<file path="config.mk">
export PLATFORM = sky130hd
export DESIGN_NAME = sram_controller
export DESIGN_NICKNAME = d
export VERILOG_FILES = /design/src/rtl/sram_controller.sv
export SDC_FILE = /design/constraint.sdc
export NUM_CORES = 1
export LEC_CHECK = 0
export CAP_MARGIN = 20
export CORE_MARGIN = 4
export CORE_UTILIZATION = 40
export CTS_CLUSTER_DIAMETER = 100
export DETAILED_ROUTE_END_ITERATION = 12
export DONT_BUFFER_PORTS = 1
export PLACE_DENSITY = 0.61
export SYNTH_ARGS = -nofsm -noshare
export SYNTH_HDL_FRONTEND = slang
export SYNTH_SLANG_ARGS = --single-unit
</file>
<file path="constraint.sdc">
create_clock -name clk -period 2.3 [get_ports clk]
set_input_delay 0.46 -clock clk [delete_from_list [all_inputs] [get_ports clk]]
set_output_delay 0.46 -clock clk [all_outputs]
set_load 0.02 [all_outputs]
</file>
<file path="src/rtl/sram_controller.sv">
// Timed master for an asynchronous 64Kx8 RAM: turns a one-cycle request into strobe/address/data sequencing.
// Latency: request at edge N -> o_ack high in the cycle after edge N+1+WAIT_CYCLES; one access per WAIT_CYCLES+3 cycles.
// Backpressure: o_busy high from acceptance through the ack cycle; requests seen while busy are dropped, never queued.
module sram_controller #(
  parameter int ADDR_WIDTH  = 16,
  parameter int DATA_WIDTH  = 8,
  parameter int WAIT_CYCLES = 2
) (
  input  logic                  clk,
  input  logic                  rst,
  input  logic                  i_req,
  input  logic                  i_we,
  input  logic [ADDR_WIDTH-1:0] i_addr,
  input  logic [DATA_WIDTH-1:0] i_wdata,
  output logic                  o_busy,
  output logic                  o_ack,
  output logic [DATA_WIDTH-1:0] o_rdata,
  output logic [ADDR_WIDTH-1:0] o_ram_addr,
  output logic                  o_ram_enable_x,
  output logic                  o_ram_write_x,
  output logic [DATA_WIDTH-1:0] o_ram_data,
  input  logic [DATA_WIDTH-1:0] i_ram_data
);

  // Strobe width is clamped to 1..255 so the 8-bit counter can always hold the load value.
  localparam int WAIT_EFF = (WAIT_CYCLES < 1) ? 1 : ((WAIT_CYCLES > 255) ? 255 : WAIT_CYCLES);
  localparam logic [7:0] WAIT_LOAD = 8'(WAIT_EFF - 1);

  typedef enum logic [1:0] {
    IDLE    = 2'd0,
    SETUP   = 2'd1,
    ACCESS  = 2'd2,
    RECOVER = 2'd3
  } state_t;

  state_t                state_q;
  logic [7:0]            cnt_q;
  logic                  we_q;
  logic                  busy_q;
  logic                  ack_q;
  logic [DATA_WIDTH-1:0] rdata_q;
  logic [ADDR_WIDTH-1:0] ram_addr_q;
  logic                  ram_enable_x_q;
  logic                  ram_write_x_q;
  logic [DATA_WIDTH-1:0] ram_data_q;

  // Access sequencer: every RAM-facing signal is a register so strobe edges never glitch.
  always_ff @(posedge clk) begin
    if (rst) begin
      state_q        <= IDLE;
      cnt_q          <= 8'd0;
      we_q           <= 1'b0;
      busy_q         <= 1'b0;
      ack_q          <= 1'b0;
      rdata_q        <= '0;
      ram_addr_q     <= '0;
      ram_enable_x_q <= 1'b1;
      ram_write_x_q  <= 1'b1;
      ram_data_q     <= '0;
    end else begin
      case (state_q)
        IDLE: begin
          ack_q <= 1'b0;
          if (i_req) begin
            we_q           <= i_we;
            ram_addr_q     <= i_addr;
            // Reads leave the write bus at its last value.
            if (i_we) begin
              ram_data_q <= i_wdata;
            end
            ram_enable_x_q <= 1'b0;
            busy_q         <= 1'b1;
            state_q        <= SETUP;
          end
        end
        SETUP: begin
          // Address has had a full cycle of setup before write_x falls.
          cnt_q <= WAIT_LOAD;
          if (we_q) begin
            ram_write_x_q <= 1'b0;
          end
          state_q <= ACCESS;
        end
        ACCESS: begin
          if (cnt_q == 8'd0) begin
            if (!we_q) begin
              rdata_q <= i_ram_data;
            end
            // Address and data stay put, giving hold time past the strobe rise.
            ram_enable_x_q <= 1'b1;
            ram_write_x_q  <= 1'b1;
            ack_q          <= 1'b1;
            state_q        <= RECOVER;
          end else begin
            cnt_q <= cnt_q - 8'd1;
          end
        end
        RECOVER: begin
          ack_q   <= 1'b0;
          busy_q  <= 1'b0;
          state_q <= IDLE;
        end
        default: begin
          state_q <= IDLE;
        end
      endcase
    end
  end

  assign o_busy         = busy_q;
  assign o_ack          = ack_q;
  assign o_rdata        = rdata_q;
  assign o_ram_addr     = ram_addr_q;
  assign o_ram_enable_x = ram_enable_x_q;
  assign o_ram_write_x  = ram_write_x_q;
  assign o_ram_data     = ram_data_q;

endmodule
</file>
==> metrics.sh <==
OUTCOME='complete, no violations'
POST_LAYOUT_NET_COUNT=271
YOSYSWARNINGS=0
WORST_HOLD_STARTPOINT='rst'
FIRST_GLOBAL_VIAS=1522
P_CLK_FRAC=0.228
DRV_SLEW=0
MAX_CAP_VIOL_COUNT=0
LEAKAGE_nW=0.781
INITIAL_UTILIZATION=0.416
ROWS=25
IO_BUFFERS=0
VIA_COUNT=1492
DETAILED_PLACE_HPWL_MM=2.85
TIGHTESTPINTRANSITION_NS=0.634
MAXIMUM_NUMBER_OF_PINS_ON_ONE_NET_BEFORE_GLOBAL_ROUTE_REPAIR=50
POSTSYNTH.TOPFLOPCELL='sky130_fd_sc_hd__dfxtp_1'
FIN_CRIT_SH=0.831
CORE_REGION_AREA_UM2=4790
DETAILEDROUTE.FIRSTITERATIONVIOLATIONS=79
GRT_ANTENNA_BEFORE_REPAIR=0
POST_LAYOUT_NONFILLER_INSTANCES=296
POWERDENSITY_nW_PER_UM2=1120
CP.ARRIVAL_NS=2.14
ANTENNA_LEFT=0
INTERNAL_POWER_W=0.00150
FULL_DIE_AREA_UM2=6170
WL_PER_CELL_UM=13.8
YOSYSMOSTFREQUENTCELL='sky130_fd_sc_hd__nand2_1'
FRACTION_OF_POWER_SPENT_SWITCHING_NETS=0.377
ROUTED_WL_MM=4.08
SYNTH-EDFF-COUNT=0
LAUNCH_POINT_OF_THE_WORST_REG_TO_REG_PATH='cnt_q[2]'
DIEHEIGHT_UM=78.6
SYNTH_TOP_CELL_AREA_SHARE=0.472
CLKTRANSATPATHREGS_NS=0.09
TIMING.FINAL.CRIT_PERIOD_NS=1.91
GLOBAL_ROUTE_WIRE_LENGTH_BEFORE_REPAIR_MM=6.96
TRITONCTS_NUM_SINKS=47
CLOCK_TREE_FROM_TRITONCTS='built'
ROUTED_VIA_DENSITY=5.04
PLACE.GP.CONGESTION=0.756
MAPPEDNETLISTNETS=274
AREA_DELTA_SYNTH_FINAL_PCT=7.54
N_ANTENNA_CELL=0
POST-CTS-SETUP-BUFFERS=0
CLOCK_SKEW_NS=0.00385
FINAL_LAYOUT_SIZE_SUFFIX_GT1_FRAC=0.0611
ASYNC_FLOP_SHARE=0
POWER.COMBINATIONAL.FRACTION=0.271
CELLS_AFTER_DPL=288
PATH_CLASS='register to register'
FINALHOLDVIOLATIONS=0
DRT_PRE_ANTENNA_ITERS=4
SYNTH_CELLS=231
NETLIST.TOP_CELL.BY_AREA='sky130_fd_sc_hd__dfxtp_1'
PWR-SHARE-SEQ=0.502
DIE-WIDTH_UM=78.6
H-TREE-DEPTH=2
CP-END-KIND='register'
CRITICAL_PATH_PEAK_FANOUT=10
IR_WORST_VDD_mV=0.513
DRCVIOLATIONCOUNT=0
GRT_USAGE=0.140
NUMBER_OF_INSERTED_FILLER_CELLS_IN_THE_FINAL_LAYOUT=480
SYNTHESIS.AREA_PER_INSTANCE_UM2=8.62
POST_CTS_HOLD_BUFFER_COUNT=0
WORST_SETUP_PATH_STARTPOINT='cnt_q[2]'
P_SWITCHING_W=0.000907
CP-START-KIND='register'
CTS_RESIZED=0
FINALSETUPVIOLCOUNT=0
GRT.OVERFLOW.TOTAL=0
CLOCK_TREE.ROOT_CELL='sky130_fd_sc_hd__clkbuf_8'
YS_TOP_CELLS_BY_AREA='sky130_fd_sc_hd__dfxtp_1 47%, sky130_fd_sc_hd__nand2_1 12%, sky130_fd_sc_hd__a21oi_1 7.3%'
SYN-CELL-AREA_UM2=1990
POSTSYNTHREGISTERBITS=47
WORST_PATH_REQUIRED_TIME_NS=2.53
CTS_INSERTED_BUFFERS=5
CTSLONGESTPATHBUFFERS=2
FIN_TNS_SETUP_NS=0
IO-PIN-COUNT=72
GRT_SETUP_UNREPAIRED='no'
SYNTH.TOP_CELLS.BY_COUNT='63 x sky130_fd_sc_hd__nand2_1, 47 x sky130_fd_sc_hd__dfxtp_1, 29 x sky130_fd_sc_hd__a21oi_1'
YOSYSUNIQUECELLTYPES=38
HOLDCRITPATHCLASS='input port to register'
INSERTION_DELAY_NS=0.29
SEQUENTIAL_TO_TOTAL_AREA_SHARE_FROM_YOSYS_STAT=0.472
WORST_SLEW_MARGIN_REL=0.577
FMAX_MHz=523
## critical path: stages, from the launching register on
cell and delay (ns):
sky130_fd_sc_hd__dfxtp_1 0.37, sky130_fd_sc_hd__or4_4 0.60, sky130_fd_sc_hd__o41ai_4 0.50, sky130_fd_sc_hd__or4_1 0.21
sky130_fd_sc_hd__mux2i_1 0.16
## cells by family after synthesis
group,Yosys count,share of synthesized area
and+or+nand+nor,105,0.258
AOI/OAI and AO/OA,43,0.134
adders and majority gates,7,0.0440
xor gates and xnor gates,1,0.00440
muxes,11,0.0553
buffers and inverters,17,0.0320
DFF,47,0.472
## power by group through the flow
stage | clock, W | sequential, W | combinational [W]
6_report | 0.000547 | 0.00121 | 0.000650
5_1_grt | 0.000593 | 0.00123 | 0.000762
4_1_cts | 0.000564 | 0.00121 | 0.000658
3_5_place_dp | 0 | 0.00123 | 0.000656
3_3_place_gp | 0 | 0.00122 | 0.000651
2_1_floorplan | 0 | 0.00119 | 0.000563
## final timing paths
kind / end / slack (ns) / cells after the start
setup / recovery: cnt_q[3] / 0.39 / 4
hold / removal: o_ram_addr[7] / 0.24 / 1
setup reg to reg: cnt_q[3] / 0.39 / 4
hold reg to reg: cnt_q[5] / 0.50 / 1
## flip-flops by register name (all words and copies together) (netlist names), 2 cells and up
signal / flops
o_ram_addr: 16
o_rdata: 8
cnt_q: 8
state_q: 2
o_ram_data: 8
## metrics by stage
step	area, µm²	hold slack, ns	setup slack, ns	power, W	utilization
finish	2140	0.239	0.389	0.00240	0.448
detailed placement	2040	0.485	0.418	0.00188	0.426
global placement	2040	0.486	0.424	0.00188	0.426
CTS	2140	0.216	0.394	0.00243	0.448
floorplan	1990	0.458	0.601	0.00175	-
global route	2140	0.210	0.220	0.00259	0.448
## placed cells by master, fill, tap and decap left out
cell type,n
sky130_fd_sc_hd__clkbuf_8,7
sky130_fd_sc_hd__xnor2_1,1
sky130_fd_sc_hd__a21boi_0,1
sky130_fd_sc_hd__a211oi_1,1
sky130_fd_sc_hd__nor4_4,1
sky130_fd_sc_hd__a21oi_1,29
sky130_fd_sc_hd__nor4_1,2
sky130_fd_sc_hd__nor2b_1,4
sky130_fd_sc_hd__nand4b_1,1
sky130_fd_sc_hd__o311ai_0,1
sky130_fd_sc_hd__nor4b_1,1
sky130_fd_sc_hd__o41ai_1,1
sky130_fd_sc_hd__or4_1,3
sky130_fd_sc_hd__nand2b_1,10
sky130_fd_sc_hd__o211ai_1,2
sky130_fd_sc_hd__nand3_1,2
sky130_fd_sc_hd__clkinv_1,1
sky130_fd_sc_hd__or2_2,2
sky130_fd_sc_hd__nor2_2,1
sky130_fd_sc_hd__o31ai_1,2
sky130_fd_sc_hd__o31a_1,1
sky130_fd_sc_hd__clkinvlp_4,1
sky130_fd_sc_hd__inv_1,6
sky130_fd_sc_hd__o21ai_0,3
sky130_fd_sc_hd__or3_1,1
sky130_fd_sc_hd__o41ai_4,1
sky130_fd_sc_hd__nand2_1,63
sky130_fd_sc_hd__and3_1,1
sky130_fd_sc_hd__a21o_1,1
sky130_fd_sc_hd__mux2i_1,11
sky130_fd_sc_hd__nand3b_1,1
sky130_fd_sc_hd__nand4bb_1,1
sky130_fd_sc_hd__and2_1,1
sky130_fd_sc_hd__or4_4,1
sky130_fd_sc_hd__nor2_1,5
sky130_fd_sc_hd__nor3_1,4
sky130_fd_sc_hd__dfxtp_1,47
sky130_fd_sc_hd__ha_1,7
## layer usage
metal | vias to the layer above | GRT usage | wire [µm]
li1 | 770 | - | -
met1 | 661 | 0.179 | 1870
met2 | 56 | 0.211 | 1700
met3 | 5 | 0.0608 | 455
met4 | 0 | 0.0472 | 51
met5 | - | 0 | 0
## layout make-up
cell class	count	area, µm²	area share
Multi-Input combinational cell	167	987	0.461
Tap cell	67	83.8	0.0391
Clock buffer	7	96.3	0.0450
Clock inverter	1	7.51	0.00350
Sequential cell	47	941	0.439
Inverter	7	26.3	0.0123
(Power assumes the default switching activity.)
